**config.mk**
```make
export PLATFORM = sky130hd
export DESIGN_NAME = mac_seq_ctrl_flat
export DESIGN_NICKNAME = d
export VERILOG_FILES = /design/src/rtl/mac_seq_ctrl_if.sv /design/src/rtl/mac_seq_ctrl.sv /design/src/flat_wrapper.sv
export SDC_FILE = /design/constraint.sdc
export NUM_CORES = 1
export LEC_CHECK = 0
export CAP_MARGIN = 20
export CORE_ASPECT_RATIO = 1.2
export CORE_MARGIN = 8
export CORE_UTILIZATION = 39
export DETAILED_ROUTE_END_ITERATION = 6
export DONT_BUFFER_PORTS = 1
export PLACE_DENSITY = 0.6
export SYNTH_ARGS = -nofsm -noshare
export SYNTH_HDL_FRONTEND = slang
export SYNTH_SLANG_ARGS = --single-unit
```
**constraint.sdc**
```tcl
create_clock -name clk_i -period 3.1 [get_ports clk_i]
set_input_delay 0.62 -clock clk_i [delete_from_list [all_inputs] [get_ports clk_i]]
set_output_delay 0.62 -clock clk_i [all_outputs]
set_load 0.03 [all_outputs]
```
**src/rtl/mac_seq_ctrl_if.sv**
```systemverilog
// Handshake and MAC-side bundle for one mac_seq_ctrl lane.
// slave is the sequencer side, master is the command/operand/MAC side.
interface mac_seq_ctrl_if #(
  parameter int DATA_SIZE       = 8,
  parameter int OUTPUT_BUF_SIZE = 32,
  parameter int LEN_W           = 8
);
  logic                       cmd_valid_i;
  logic                       cmd_ready_o;
  logic [LEN_W-1:0]           cmd_len_i;
  logic                       op_valid_i;
  logic                       op_ready_o;
  logic [DATA_SIZE-1:0]       op_a_i;
  logic [DATA_SIZE-1:0]       op_b_i;
  logic [DATA_SIZE-1:0]       mac_in1_o;
  logic [DATA_SIZE-1:0]       mac_in2_o;
  logic                       mac_valid_o;
  logic                       mac_chunk_end_o;
  logic [OUTPUT_BUF_SIZE-1:0] mac_acc_o;
  logic                       mac_acc_val_i;
  logic [OUTPUT_BUF_SIZE-1:0] mac_acc_i;
  logic                       res_valid_o;
  logic                       res_ready_i;
  logic [OUTPUT_BUF_SIZE-1:0] res_dat_o;
  logic                       busy_o;

  modport slave (
    input  cmd_valid_i, cmd_len_i,
    input  op_valid_i, op_a_i, op_b_i,
    input  mac_acc_val_i, mac_acc_i,
    input  res_ready_i,
    output cmd_ready_o, op_ready_o,
    output mac_in1_o, mac_in2_o,
    output mac_valid_o, mac_chunk_end_o,
    output mac_acc_o,
    output res_valid_o, res_dat_o, busy_o
  );

  modport master (
    output cmd_valid_i, cmd_len_i,
    output op_valid_i, op_a_i, op_b_i,
    output mac_acc_val_i, mac_acc_i,
    output res_ready_i,
    input  cmd_ready_o, op_ready_o,
    input  mac_in1_o, mac_in2_o,
    input  mac_valid_o, mac_chunk_end_o,
    input  mac_acc_o,
    input  res_valid_o, res_dat_o, busy_o
  );
endinterface

```
**src/rtl/mac_seq_ctrl.sv**
```systemverilog
// Dot-product sequencer for one MAC lane: issues operand pairs,
// retires the MAC's delayed sums and returns the final result.
module mac_seq_ctrl #(
  parameter int DATA_SIZE       = 8,
  parameter int OUTPUT_BUF_SIZE = 32,
  parameter int LEN_W           = 8
) (
  input  logic          clk_i,
  input  logic          rst_i,
  mac_seq_ctrl_if.slave bus
);

  typedef enum logic [1:0] {
    IDLE,
    RUN,
    DRAIN,
    DONE
  } state_e;

  state_e state_q, state_d;

  logic [LEN_W-1:0]           len_q, len_d;
  logic [LEN_W-1:0]           issued_q, issued_d;
  logic [LEN_W-1:0]           retired_q, retired_d;
  logic [OUTPUT_BUF_SIZE-1:0] acc_q, acc_d;

  logic op_ready;
  logic fire;
  logic last_fire;

  assign op_ready  = (state_q == RUN) &&
                     (issued_q < len_q);
  assign fire      = op_ready & bus.op_valid_i;
  assign last_fire = fire &&
    (issued_q == len_q - LEN_W'(1));

  always_ff @(posedge clk_i or negedge rst_i) begin
    if (!rst_i) begin
      state_q   <= IDLE;
      len_q     <= '0;
      issued_q  <= '0;
      retired_q <= '0;
      acc_q     <= '0;
    end else begin
      state_q   <= state_d;
      len_q     <= len_d;
      issued_q  <= issued_d;
      retired_q <= retired_d;
      acc_q     <= acc_d;
    end
  end

  // Retirement is only honoured while products can be in flight.
  always_comb begin
    len_d     = len_q;
    issued_d  = issued_q;
    retired_d = retired_q;
    acc_d     = acc_q;
    unique case (state_q)
      IDLE: begin
        if (bus.cmd_valid_i) begin
          len_d     = bus.cmd_len_i;
          issued_d  = '0;
          retired_d = '0;
          acc_d     = '0;
        end
      end
      RUN, DRAIN: begin
        if (fire)
          issued_d = issued_q + LEN_W'(1);
        if (bus.mac_acc_val_i) begin
          acc_d     = bus.mac_acc_i;
          retired_d = retired_q + LEN_W'(1);
        end
      end
      default: ;
    endcase
  end

  always_comb begin
    state_d = state_q;
    unique case (state_q)
      IDLE: begin
        if (bus.cmd_valid_i)
          state_d = (bus.cmd_len_i == '0) ?
                    DONE : RUN;
      end
      RUN: begin
        if (last_fire)
          state_d = DRAIN;
      end
      DRAIN: begin
        // acc_d carries the last sum, so DONE sees it in acc_q
        if (retired_d == len_q)
          state_d = DONE;
      end
      DONE: begin
        if (bus.res_ready_i)
          state_d = IDLE;
      end
      default: state_d = IDLE;
    endcase
  end

  always_comb begin
    bus.cmd_ready_o     = 1'b0;
    bus.op_ready_o      = 1'b0;
    bus.mac_valid_o     = 1'b0;
    bus.mac_in1_o       = '0;
    bus.mac_in2_o       = '0;
    bus.mac_chunk_end_o = 1'b0;
    bus.res_valid_o     = 1'b0;
    bus.res_dat_o       = '0;
    bus.mac_acc_o       = acc_q;
    bus.busy_o          = (state_q != IDLE);
    unique case (state_q)
      IDLE: bus.cmd_ready_o = 1'b1;
      RUN: begin
        bus.op_ready_o      = op_ready;
        bus.mac_valid_o     = fire;
        bus.mac_chunk_end_o = last_fire;
        if (fire) begin
          bus.mac_in1_o = bus.op_a_i;
          bus.mac_in2_o = bus.op_b_i;
        end
      end
      DONE: begin
        bus.res_valid_o = 1'b1;
        bus.res_dat_o   = acc_q;
      end
      default: ;
    endcase
  end

endmodule
```
**src/flat_wrapper.sv**
```systemverilog
// flat-port wrapper written by rule: the top's interface ports become plain ports
module mac_seq_ctrl_flat 
#(
  parameter int DATA_SIZE       = 8,
  parameter int OUTPUT_BUF_SIZE = 32,
  parameter int LEN_W           = 8
)
  (clk_i, rst_i, bus_cmd_valid_i, bus_cmd_len_i, bus_op_valid_i, bus_op_a_i, bus_op_b_i, bus_mac_acc_val_i, bus_mac_acc_i, bus_res_ready_i, bus_cmd_ready_o, bus_op_ready_o, bus_mac_in1_o, bus_mac_in2_o, bus_mac_valid_o, bus_mac_chunk_end_o, bus_mac_acc_o, bus_res_valid_o, bus_res_dat_o, bus_busy_o);
  mac_seq_ctrl_if #(.DATA_SIZE(DATA_SIZE), .OUTPUT_BUF_SIZE(OUTPUT_BUF_SIZE), .LEN_W(LEN_W)) bus_i ();
  input  logic clk_i;
  input  logic rst_i;
  input wire logic [$bits(bus_i.cmd_valid_i)-1:0] bus_cmd_valid_i;
  input wire logic [$bits(bus_i.cmd_len_i)-1:0] bus_cmd_len_i;
  input wire logic [$bits(bus_i.op_valid_i)-1:0] bus_op_valid_i;
  input wire logic [$bits(bus_i.op_a_i)-1:0] bus_op_a_i;
  input wire logic [$bits(bus_i.op_b_i)-1:0] bus_op_b_i;
  input wire logic [$bits(bus_i.mac_acc_val_i)-1:0] bus_mac_acc_val_i;
  input wire logic [$bits(bus_i.mac_acc_i)-1:0] bus_mac_acc_i;
  input wire logic [$bits(bus_i.res_ready_i)-1:0] bus_res_ready_i;
  output wire logic [$bits(bus_i.cmd_ready_o)-1:0] bus_cmd_ready_o;
  output wire logic [$bits(bus_i.op_ready_o)-1:0] bus_op_ready_o;
  output wire logic [$bits(bus_i.mac_in1_o)-1:0] bus_mac_in1_o;
  output wire logic [$bits(bus_i.mac_in2_o)-1:0] bus_mac_in2_o;
  output wire logic [$bits(bus_i.mac_valid_o)-1:0] bus_mac_valid_o;
  output wire logic [$bits(bus_i.mac_chunk_end_o)-1:0] bus_mac_chunk_end_o;
  output wire logic [$bits(bus_i.mac_acc_o)-1:0] bus_mac_acc_o;
  output wire logic [$bits(bus_i.res_valid_o)-1:0] bus_res_valid_o;
  output wire logic [$bits(bus_i.res_dat_o)-1:0] bus_res_dat_o;
  output wire logic [$bits(bus_i.busy_o)-1:0] bus_busy_o;
  assign bus_i.cmd_valid_i = bus_cmd_valid_i;
  assign bus_i.cmd_len_i = bus_cmd_len_i;
  assign bus_i.op_valid_i = bus_op_valid_i;
  assign bus_i.op_a_i = bus_op_a_i;
  assign bus_i.op_b_i = bus_op_b_i;
  assign bus_i.mac_acc_val_i = bus_mac_acc_val_i;
  assign bus_i.mac_acc_i = bus_mac_acc_i;
  assign bus_i.res_ready_i = bus_res_ready_i;
  assign bus_cmd_ready_o = bus_i.cmd_ready_o;
  assign bus_op_ready_o = bus_i.op_ready_o;
  assign bus_mac_in1_o = bus_i.mac_in1_o;
  assign bus_mac_in2_o = bus_i.mac_in2_o;
  assign bus_mac_valid_o = bus_i.mac_valid_o;
  assign bus_mac_chunk_end_o = bus_i.mac_chunk_end_o;
  assign bus_mac_acc_o = bus_i.mac_acc_o;
  assign bus_res_valid_o = bus_i.res_valid_o;
  assign bus_res_dat_o = bus_i.res_dat_o;
  assign bus_busy_o = bus_i.busy_o;
  mac_seq_ctrl #(.DATA_SIZE(DATA_SIZE), .OUTPUT_BUF_SIZE(OUTPUT_BUF_SIZE), .LEN_W(LEN_W)) u_core (.clk_i(clk_i), .rst_i(rst_i), .bus(bus_i));
endmodule
```
==> impl_metrics.py <==
metrics = {
    "critical_path": {
        "path_common_cell": "buf_4",
        "rr_startpoint": "u_core.state_q[1]$_DFFE_PN0P_",
        "path_depth": 8,
        "r2r_end": "u_core.state_q[1]$_DFFE_PN0P_",
        "critPathLaunchType": "flop",
        "cp_cell_sequence": "buf_4, or3_1, and3_1, o31ai_1, a32oi_1, nand4_1, inv_1, buf_4",
        "reg2reg_depth": 9,
        "cpMaxStageDelayCell": "dfrtp_1",
        "arrival_ps": 2420,
        "timing.critical_path.slowest_cell_delay_ps": 420,
        "path_max_fanout": 4,
        "endpoint": "bus_mac_chunk_end_o",
        "required_ps": 2480,
        "cp-end-kind": "primary output",
        "r2r_slack_ps": 180,
        "startpoint": "u_core.len_q[0]$_DFFE_PN0P_",
        "path_delay_family": "simple AND/OR/NAND/NOR gates",
        "crit_type": "reg2out",
        "cp_num_buf_inv": 3,
    },
    "sta": {
        "clock.fmax_mhz": 329,
        "slew_headroom_pct": 61.2,
        "fin_hold_ws_ps": 139,
        "finalSetupTns_ps": 0,
        "period_needed_ps": 3040,
        "fin_skew_ps": 4.61,
        "hold_violations": 0,
        "setup_viol": 0,
        "worst_pin_slew_ps": 582,
        "drv_slew": 0,
        "period_share_pct": 98.2,
    },
    "grt": {
        "grt_pass1_wl_um": 17200,
        "antenna_found_initial": 0,
        "grt_start_max_net_pins": 59,
        "overflow": 0,
        "gr-usage-all-layers_pct": 16.5,
        "grt_pass1_vias": 3390,
    },
    "finish": {
        "final_common_cell": "nand2_1",
        "design_area_um2": 4420,
        "final_net_count": 540,
        "final_cell_mix": "nand2_1, dfrtp_1, and2_1",
        "drive_above_1_share_pct": 16.7,
        "syn2layout_area_growth_pct": 18.3,
        "antenna_cells": 0,
    },
    "clocking": {
        "cts-root-buf": "clkbuf_16",
        "cts_tree": "done",
        "cts_max_path_buffers": 2,
        "path_clk_slew_ps": 50,
        "cts_sinks": 58,
        "insertion_delay_ps": 330,
        "cts_buffers": 9,
        "htreeDepth": 3,
    },
    "die": {
        "die_x_um": 105,
        "core_area_um2": 9420,
        "fp.dieH_um": 123,
        "start_util_pct": 39.6,
        "rows": 39,
        "die_area_um2": 13000,
        "io_pins": 148,
    },
    "yosys": {
        "yosysTopAreaCellShare_pct": 38.9,
        "syn_nets": 517,
        "synth_area_um2": 3730,
        "synth_seq_cells": 58,
        "yosysWarnings": 0,
        "synthFlopType": "dfrtp_1",
        "synth_area_leaders": "dfrtp_1, and2_1, nand2_1, nand3_1, ha_1",
        "synth-seq-area-share_pct": 38.9,
        "yosysTopAreaCell": "dfrtp_1",
        "netlist_instances": 440,
        "yosysUniqueCellTypes": 59,
        "synthArstFlopShare_pct": 100,
        "synth-edff-count": 0,
        "syn_avg_cell_area_um2": 8.48,
    },
    "min_path": {
        "hp-class": "in2async",
    },
    "detailed_routing": {
        "ant_nets": 0,
        "vias_per_cell": 5.60,
        "num_vias": 3310,
        "wl_um": 11000,
        "firstDrtPassIters": 4,
        "wl_per_cell_um": 18.5,
        "drtIter0Drc": 134,
        "drc_errors": 0,
    },
    "place": {
        "portBuffers": 0,
        "gp_congestion": 0.878,
        "placed_cell_area_um2": 4040,
        "dpl.hpwl_um": 8250,
    },
    "pwr": {
        "p_per_area_nw_per_um2": 1230,
        "p_leak_uw": 0.00212,
        "ir_drop_mv": 0.654,
    },
    "run": {
        "maxCapViolCount": 0,
    },
    "status": {
        "outcome": "finished clean",
    },
}
[Yosys cell counts, drive strengths merged, types with 2 or more instances]
| cell type | number |
|---|---|
| nand3 | 47 |
| xnor2 | 12 |
| nor4 | 4 |
| buf | 7 |
| nand3b | 3 |
| o2111ai | 3 |
| nor3b | 3 |
| ha | 15 |
| a31oi | 2 |
| inv | 22 |
| nor2 | 12 |
| nand2b | 6 |
| mux2 | 9 |
| a211oi | 5 |
| nand2 | 78 |
| o21ai | 14 |
| and2 | 50 |
| a211o | 2 |
| or3 | 3 |
| nor2b | 3 |
| nor3 | 4 |
| clkbuf | 18 |
| dfrtp | 58 |
| xor2 | 2 |
| a21o | 2 |
| o31ai | 4 |
| a21oi | 10 |
| nand4 | 10 |
| or4 | 2 |
| a311oi | 5 |
| and3 | 8 |
[worst register-to-register path: stages, from the launching register on]
cell,delay [ps]
dfrtp_1,400
inv_1,100
ha_2,470
nand2b_4,110
or3_4,390
a31o_1,180
a222oi_1,330
nand4_1,160
a221o_1,350
mux2_4,310
[metrics by stage]
step / instances / utilization, % / setup slack, ps / power [µW]
final: 591 / 46.9 / 56.2 / 5430
after global routing: 591 / 46.9 / -4.64 / 5820
after CTS: 590 / 46.6 / 47.3 / 5430
after detailed placement: 573 / 42.9 / 155 / 4300
after global placement: 573 / 42.9 / 265 / 4240
after floorplan: 440 / - / 60.5 / 3580
[cell type report]
class / instances / area (µm²)
fill: 896 / 5000
multi-input combinational: 335 / 2100
sequential: 58 / 1460
timing repair buffer: 37 / 298
clock buffer: 11 / 243
tap: 123 / 154
inverter: 22 / 85.1
clock inverter: 5 / 77.6
[power breakdown]
part | switching, µW | leakage (µW) | internal, µW
sequential | 598 | 0.000750 | 1030
clock | 362 | 0.000156 | 723
combinational | 1750 | 0.00122 | 962
[registers in the layout, indices dropped and copies added (netlist names)]
name / cells
u_core.issued_q: 8
u_core.state_q: 2
u_core.bus.mac_acc_o: 32
u_core.retired_q: 8
u_core.len_q: 8
[metal layers]
metal  vias up  share of wire [%]  GRT usage [%]
li1       1577                  -              -
met1      1569                 41           18.9
met2       151                 50           27.3
met3        13                7.7           5.84
met4         0                1.2           6.97
met5         -                  0              0
[repair_timing]
action / 4_1_cts / 5_1_grt
hold buffers: 1 / 0
buffers inserted: 0 / 1
gates resized for setup: 0 / 7
setup endpoints to repair: 0 / 19
hold endpoints to repair: 58 / 0
[how the worst min path moves through the flow]
stage	start	endpoint	slack (ps)	cells past startpoint
2_1_floorplan	rst_i	u_core.bus.mac_acc_o[0]$_DFFE_PN0P_	320	0
3_3_place_gp	rst_i	u_core.state_q[0]$_DFFE_PN0P_	330	0
3_5_place_dp	rst_i	u_core.retired_q[1]$_DFF_PN0_	330	0
4_1_cts	rst_i	u_core.state_q[0]$_DFFE_PN0P_	170	1
5_1_grt	rst_i	u_core.retired_q[1]$_DFF_PN0_	170	1
6_report	rst_i	u_core.retired_q[0]$_DFF_PN0_	140	1
[cells by family after synthesis]
kind of cell / Yosys count / share of synthesized area [%]
AOI/OAI and AO/OA: 59 / 11.0
xor gates and xnor gates: 14 / 3.29
adders and majority gates: 15 / 5.03
buffers and inverters: 47 / 5.06
DFF: 58 / 38.9
muxes: 9 / 2.82
and+or+nand+nor: 238 / 33.9
Note: power is estimated with default switching activity, not from simulation.
